File: config.mk
export PLATFORM = sky130hd
export DESIGN_NAME = request_queue_flat
export DESIGN_NICKNAME = d
export VERILOG_FILES = /design/src/rtl/request_queue_if.sv /design/src/rtl/request_queue.sv /design/src/flat_wrapper.sv
export SDC_FILE = /design/constraint.sdc
export NUM_CORES = 2
export LEC_CHECK = 0
export ABC_AREA = 1
export BUFFER_PORTS_ARGS = -buffer_cell sky130_fd_sc_hd__clkbuf_2
export CAP_MARGIN = 10
export CORE_ASPECT_RATIO = 1.25
export CORE_MARGIN = 2
export CORE_UTILIZATION = 60
export DETAILED_ROUTE_END_ITERATION = 10
export GPL_TIMING_DRIVEN = 0
export PLACE_DENSITY = 0.78
export SLEW_MARGIN = 20
export SYNTH_ARGS = -nofsm -noshare
export SYNTH_HDL_FRONTEND = slang
export SYNTH_SLANG_ARGS = --single-unit
File: constraint.sdc
create_clock -name clk -period 48 [get_ports clk]
set_clock_uncertainty 0.15 [all_clocks]
set_input_delay 9.6 -clock clk [delete_from_list [all_inputs] [get_ports clk]]
set_output_delay 9.6 -clock clk [all_outputs]
set_load 0.005 [all_outputs]
File: src/rtl/request_queue_if.sv
// Request queue opcode package and handshake interface.
// The parser/scheduler side uses the master modport; the queue uses slave.

package request_queue_pkg;
    typedef enum logic [1:0] {
        READ   = 2'd0,
        WRITE  = 2'd1,
        IFETCH = 2'd2,
        NOP    = 2'd3
    } parsed_op_t;
endpackage

interface request_queue_if #(
    parameter int QUEUE_DEPTH   = 16,
    parameter int ADDRESS_WIDTH = 33,
    parameter int AGE_WIDTH     = 16
);
    localparam int COUNT_WIDTH = $clog2(QUEUE_DEPTH) + 1;

    logic                             in_valid;
    request_queue_pkg::parsed_op_t    in_op;
    logic [ADDRESS_WIDTH-1:0]         in_addr;
    logic                             in_ready;
    logic                             out_valid;
    request_queue_pkg::parsed_op_t    out_op;
    logic [ADDRESS_WIDTH-1:0]         out_addr;
    logic [AGE_WIDTH-1:0]             out_age;
    logic                             out_ready;
    logic [COUNT_WIDTH-1:0]           count;
    logic                             full;
    logic                             empty;

    modport master (
        output in_valid, in_op, in_addr, out_ready,
        input  in_ready, out_valid, out_op, out_addr, out_age, count, full, empty
    );

    modport slave (
        input  in_valid, in_op, in_addr, out_ready,
        output in_ready, out_valid, out_op, out_addr, out_age, count, full, empty
    );
endinterface

File: src/rtl/request_queue.sv
// In-order request queue between the trace parser and the DRAM scheduler.
// Circular buffer with per-entry saturating age counters; the head entry is
// presented combinationally. Optional statistics/logging: REQUEST_QUEUE_STATS_EN.

module request_queue
    import request_queue_pkg::*;
#(
    parameter int QUEUE_DEPTH   = 16,
    parameter int ADDRESS_WIDTH = 33,
    parameter int AGE_WIDTH     = 16
) (
    input logic clk,
    input logic rst,
    request_queue_if.slave bus
`ifdef REQUEST_QUEUE_STATS_EN
    ,
    output logic [31:0]                     stat_pushes,
    output logic [31:0]                     stat_pops,
    output logic [$clog2(QUEUE_DEPTH):0]    stat_peak
`endif
);

    localparam int PTR_WIDTH   = $clog2(QUEUE_DEPTH);
    localparam int COUNT_WIDTH = PTR_WIDTH + 1;
    localparam logic [COUNT_WIDTH-1:0] DEPTH_COUNT = COUNT_WIDTH'(QUEUE_DEPTH);
    localparam logic [AGE_WIDTH-1:0]   AGE_MAX     = '1;

    logic [PTR_WIDTH-1:0]     head;
    logic [PTR_WIDTH-1:0]     tail;
    logic [COUNT_WIDTH-1:0]   count_q;
    logic [COUNT_WIDTH-1:0]   count_next;

    parsed_op_t               op_mem   [QUEUE_DEPTH];
    logic [ADDRESS_WIDTH-1:0] addr_mem [QUEUE_DEPTH];
    logic [AGE_WIDTH-1:0]     age_mem  [QUEUE_DEPTH];
    logic [QUEUE_DEPTH-1:0]   valid_mem;

    logic full_int;
    logic empty_int;
    logic head_valid;
    logic push;
    logic pop;

    assign full_int   = (count_q == DEPTH_COUNT);
    assign empty_int  = (count_q == '0);
    assign head_valid = valid_mem[head];

    // NOP strobes are not requests; a full queue refuses even if it pops this cycle.
    assign push = bus.in_valid && !full_int && (bus.in_op != NOP);
    assign pop  = head_valid && bus.out_ready;

    // Occupancy follows push/pop; a simultaneous pair leaves it unchanged.
    always_comb begin
        count_next = count_q;
        case ({push, pop})
            2'b10:   count_next = count_q + COUNT_WIDTH'(1);
            2'b01:   count_next = count_q - COUNT_WIDTH'(1);
            default: count_next = count_q;
        endcase
    end

    // Head/tail pointers wrap naturally at the power-of-two depth.
    always_ff @(posedge clk or posedge rst) begin
        if (rst) begin
            head    <= '0;
            tail    <= '0;
            count_q <= '0;
        end else begin
            if (push) tail <= tail + PTR_WIDTH'(1);
            if (pop)  head <= head + PTR_WIDTH'(1);
            count_q <= count_next;
        end
    end

    // Entry storage: write on push, retire on pop, otherwise age every valid entry.
    always_ff @(posedge clk or posedge rst) begin
        if (rst) begin
            valid_mem <= '0;
            for (int i = 0; i < QUEUE_DEPTH; i++) begin
                op_mem[i]   <= NOP;
                addr_mem[i] <= '0;
                age_mem[i]  <= '0;
            end
        end else begin
            for (int i = 0; i < QUEUE_DEPTH; i++) begin
                if (push && (tail == PTR_WIDTH'(i))) begin
                    valid_mem[i] <= 1'b1;
                    op_mem[i]    <= bus.in_op;
                    addr_mem[i]  <= bus.in_addr;
                    age_mem[i]   <= '0;
                end else if (pop && (head == PTR_WIDTH'(i))) begin
                    valid_mem[i] <= 1'b0;
                    age_mem[i]   <= '0;
                end else if (valid_mem[i] && (age_mem[i] != AGE_MAX)) begin
                    age_mem[i] <= age_mem[i] + AGE_WIDTH'(1);
                end
            end
        end
    end

    // Head entry drives the scheduler side; an empty head reads as a NOP at address 0.
    always_comb begin
        bus.out_valid = 1'b0;
        bus.out_op    = NOP;
        bus.out_addr  = '0;
        bus.out_age   = '0;
        if (head_valid) begin
            bus.out_valid = 1'b1;
            bus.out_op    = op_mem[head];
            bus.out_addr  = addr_mem[head];
            bus.out_age   = age_mem[head];
        end
    end

    assign bus.in_ready = !full_int;
    assign bus.count    = count_q;
    assign bus.full     = full_int;
    assign bus.empty    = empty_int;

`ifdef REQUEST_QUEUE_STATS_EN
    logic [31:0] cycle_count;

    // Running push/pop totals, peak occupancy and a transaction log.
    always_ff @(posedge clk or posedge rst) begin
        if (rst) begin
            cycle_count <= '0;
            stat_pushes <= '0;
            stat_pops   <= '0;
            stat_peak   <= '0;
        end else begin
            cycle_count <= cycle_count + 32'd1;
            if (push) begin
                stat_pushes <= stat_pushes + 32'd1;
                $display("[RQ] cycle %0d PUSH op=%s addr=%h", cycle_count, bus.in_op.name(), bus.in_addr);
            end
            if (pop) begin
                stat_pops <= stat_pops + 32'd1;
                $display("[RQ] cycle %0d POP op=%s addr=%h", cycle_count, op_mem[head].name(), addr_mem[head]);
            end
            if (count_next > stat_peak) stat_peak <= count_next;
        end
    end
`endif

endmodule

File: src/flat_wrapper.sv
// flat-port wrapper written by rule: the top's interface ports become plain ports
module request_queue_flat import request_queue_pkg::*;
#(
    parameter int QUEUE_DEPTH   = 16,
    parameter int ADDRESS_WIDTH = 33,
    parameter int AGE_WIDTH     = 16
)
  (clk, rst, bus_in_valid, bus_in_op, bus_in_addr, bus_out_ready, bus_in_ready, bus_out_valid, bus_out_op, bus_out_addr, bus_out_age, bus_count, bus_full, bus_empty);
  request_queue_if #(.QUEUE_DEPTH(QUEUE_DEPTH), .ADDRESS_WIDTH(ADDRESS_WIDTH), .AGE_WIDTH(AGE_WIDTH)) bus_i ();
  input logic clk;
  input logic rst;
  input wire logic [$bits(bus_i.in_valid)-1:0] bus_in_valid;
  input wire logic [$bits(bus_i.in_op)-1:0] bus_in_op;
  input wire logic [$bits(bus_i.in_addr)-1:0] bus_in_addr;
  input wire logic [$bits(bus_i.out_ready)-1:0] bus_out_ready;
  output wire logic [$bits(bus_i.in_ready)-1:0] bus_in_ready;
  output wire logic [$bits(bus_i.out_valid)-1:0] bus_out_valid;
  output wire logic [$bits(bus_i.out_op)-1:0] bus_out_op;
  output wire logic [$bits(bus_i.out_addr)-1:0] bus_out_addr;
  output wire logic [$bits(bus_i.out_age)-1:0] bus_out_age;
  output wire logic [$bits(bus_i.count)-1:0] bus_count;
  output wire logic [$bits(bus_i.full)-1:0] bus_full;
  output wire logic [$bits(bus_i.empty)-1:0] bus_empty;
  assign bus_i.in_valid = bus_in_valid;
  assign bus_i.in_op = bus_in_op;
  assign bus_i.in_addr = bus_in_addr;
  assign bus_i.out_ready = bus_out_ready;
  assign bus_in_ready = bus_i.in_ready;
  assign bus_out_valid = bus_i.out_valid;
  assign bus_out_op = bus_i.out_op;
  assign bus_out_addr = bus_i.out_addr;
  assign bus_out_age = bus_i.out_age;
  assign bus_count = bus_i.count;
  assign bus_full = bus_i.full;
  assign bus_empty = bus_i.empty;
  request_queue #(.QUEUE_DEPTH(QUEUE_DEPTH), .ADDRESS_WIDTH(ADDRESS_WIDTH), .AGE_WIDTH(AGE_WIDTH)) u_core (.clk(clk), .rst(rst), .bus(bus_i));
endmodule
==> impl_metrics.tcl <==
set metrics [dict create \
    status "complete, no violations" \
    clockBufferDepth 3 \
    muxShareOfSynthArea_pct 0 \
    start_util_pct 60.7 \
    synth-adder-area-share_pct 0.800 \
    die_w_um 246 \
    crit_path_end_kind "output pin" \
    final_common_cell "nand2_1" \
    irDropWorstVdd_mv 0.0476 \
    synthCells 5840 \
    syn-num-nets 5907 \
    ys.flop_type "dfrtp_1" \
    max_freq_mhz 70.6 \
    hp-class "reg2reg" \
    synthesis.area_um2 43800 \
    mostFrequentLayoutCells "nand2_1 (1458), o21ai_0 (1064), dfrtp_1 (813), nor2_1 (799), inv_1 (405)" \
    fin_area_um2 48600 \
    antenna_found_initial 12 \
    synthTopCellsByArea "dfrtp_1 (46%), nand2_1 (12%), o21ai_0 (12%)" \
    period_minus_slack_ns 14.16 \
    clk_pin_slew_ns 0.07 \
    die_area_um2 75200 \
    route.met3.wl_um 23300 \
    worst_pin_slew_ns 1.34 \
    cp_slowest_cell "clkbuf_1" \
    cp.required_ns 38.25 \
    critical_path.startpoint_type "flip-flop" \
    drc_errors 0 \
    slew_viol_final 0 \
    synth_top_cell_by_area "dfrtp_1" \
    coreArea_um2 72100 \
    critPathKind "reg2out" \
    synth_edf_count 0 \
    drive_above_1_share_pct 7.04 \
    place.port_buffers 98 \
    track_usage_pct 48.4 \
    slew_headroom_pct 10.5 \
    critPathMostFrequentCell "buf_2" \
    met2_length_um 77300 \
    cts_tree "done" \
    clock_latency_ns 0.70 \
    setup-tns-final_ns 0 \
    drt_pass1_iterations 9 \
    cts_resized 0 \
    cp.arrival_ns 4.41 \
    highest_layer "met5" \
    vias_per_cell 6.35 \
    wl_met1_um 62300 \
    drt_iter0_markers 6426 \
    post_drt_wl_per_cell_um 25.9 \
    finalSetupViolCount 0 \
    grt_pass1_vias 42647 \
    hold_viol 0 \
    ys_types 38 \
    synth_top_family_by_area "simple AND/OR/NAND/NOR gates" \
    critPathBufInv 6 \
    cts_num_sinks 845 \
    rsz0062_at_grt "false" \
    grt_start_max_net_pins 102 \
    nets 6104 \
    power_mw 3.66 \
    grt_pass1_wl_um 267000 \
    area_growth_pct 11.0 \
    synth_top_area_share_pct 46.4 \
    synth_simple_gate_area_share_pct 24.1 \
    cellLeakagePower_nw 22.8 \
    overflow 0 \
    crit_path_max_fanout 10 \
    via_count 44849 \
    ys_seq_area_share_pct 48.4 \
    postCtsHoldBufs 0 \
    finalCritPeriodShare_pct 29.5 \
    cts_buffers 88 \
    path_cells "inv_2, buf_2, buf_4, buf_2, clkbuf_1, o21ai_0, o22ai_1, nand2_1, a21oi_1, clkbuf_2" \
    ys_warn_count 0 \
    synthArstFlopShare_pct 100 \
    synth_xor_area_share_pct 3.14 \
    ant_nets 0 \
    rows 110 \
    cts_root_buf "clkbuf_16" \
    drv_cap 0 \
    synth_compound_area_share_pct 16.5 \
    die_h_um 306 \
    max_stage_delay_ns 0.83 \
    gp_congestion 1.05 \
    cts_setup_buffers 0 \
    p_per_area_nw_per_um2 75.3 \
    rrSetupSlack_ns 44.08 \
    crit_family "buffers and inverters" \
    totalWireLength_um 183000 \
    whs_ns 0.330 \
    io_pins 99 \
    htreeDepth 3 \
    synth.avg_cell_area_um2 7.50 \
    dp_hpwl_um 129000 \
    place_area_um2 45800 \
    ys_ff_latch 845 \
]
logic make-up (layout without fill, tap and decap cells):
group / Yosys count / in the layout
XOR/XNOR: 157 / 157
flip-flops: 845 / 845
other: 0 / 6
adder cells (fa/ha/maj): 28 / 28
AO/OA/AOI/OAI: 1405 / 1405
buffers and inverters: 779 / 1049
AND/OR/NAND/NOR: 2626 / 2626
cell type report:
class / instances / area (µm²)
fill: 6503 / 23500
timing repair buffer: 107 / 738
buffer: 360 / 1550
inverter: 419 / 1580
clock inverter: 24 / 236
tap: 952 / 1190
antenna: 6 / 15.0
multi-input combinational: 4216 / 19500
clock buffer: 139 / 2610
sequential: 845 / 21200
metal layers:
metal	global-route usage (%)	up-vias
met5	0	-
met4	42.9	12
met3	16.8	916
met2	70.8	3217
met1	56.3	21288
li1	-	19416
flip-flops by register name, indices dropped and copies added (netlist names):
name              count
u_core.addr_mem     528
u_core.valid_mem     16
u_core.tail           4
u_core.op_mem        32
u_core.bus.count      5
u_core.age_mem      256
u_core.head           4
per-stage QoR:
step                      utilization (%)  std cells  setup slack [ns]
final                                67.4       7068             33.84
after detailed placement             63.4       6899             34.80
after global placement               63.1       6890              5.23
after global routing                 67.4       7062             33.93
after CTS                            67.4       7062             34.08
after floorplan                         -       5840             14.56
final timing paths:
path	start	end	cells past startpoint
worst max-delay path	u_core.head[0]	bus_out_addr[2]	10
worst min-delay path	u_core.addr_mem[326]	u_core.addr_mem[326]	2
worst max register to register	u_core.head[1]	u_core.age_mem[180]	11
worst min register to register	u_core.addr_mem[326]	u_core.addr_mem[326]	2
max in group asynchronous	rst	u_core.valid_mem[10]	5
min in group asynchronous	rst	u_core.addr_mem[377]	2
worst register-to-register path, cell delays in order, from the launching register on:
cell and delay (ns):
dfrtp_1 0.45, inv_1 0.11, buf_2 0.31, buf_1 0.58, clkbuf_1 0.69, ha_1 0.27, inv_1 0.09, nor2_1 0.13
nand3_1 0.29, nand2_1 0.31, buf_2 0.33, nor2_1 0.09
cell usage after synthesis (2+ instances only):
master / instances
o21ai_0: 1064
o22ai_1: 127
ha_1: 28
nand2_1: 1458
inv_2: 12
buf_4: 10
nor2_1: 799
buf_2: 93
buf_1: 21
o21ai_2: 2
o21bai_1: 3
nand3b_1: 6
nand3_1: 183
dfrtp_1: 813
nand3_2: 2
nor3_1: 61
buf_6: 3
o21ai_1: 5
nand3_4: 3
xnor2_1: 29
clkbuf_1: 232
a21oi_1: 177
xor2_1: 128
nand2_2: 6
nor2_2: 8
nand4_1: 96
inv_1: 406
a31oi_1: 24
dfstp_2: 32
power by group:
group          switching, mW  internal [mW]  total, mW
sequential             0.239           1.02       1.26
combinational           1.24          0.465       1.71
clock                  0.312          0.387      0.698
total                   1.79           1.87       3.66
Power figures use the tool's default switching activity.
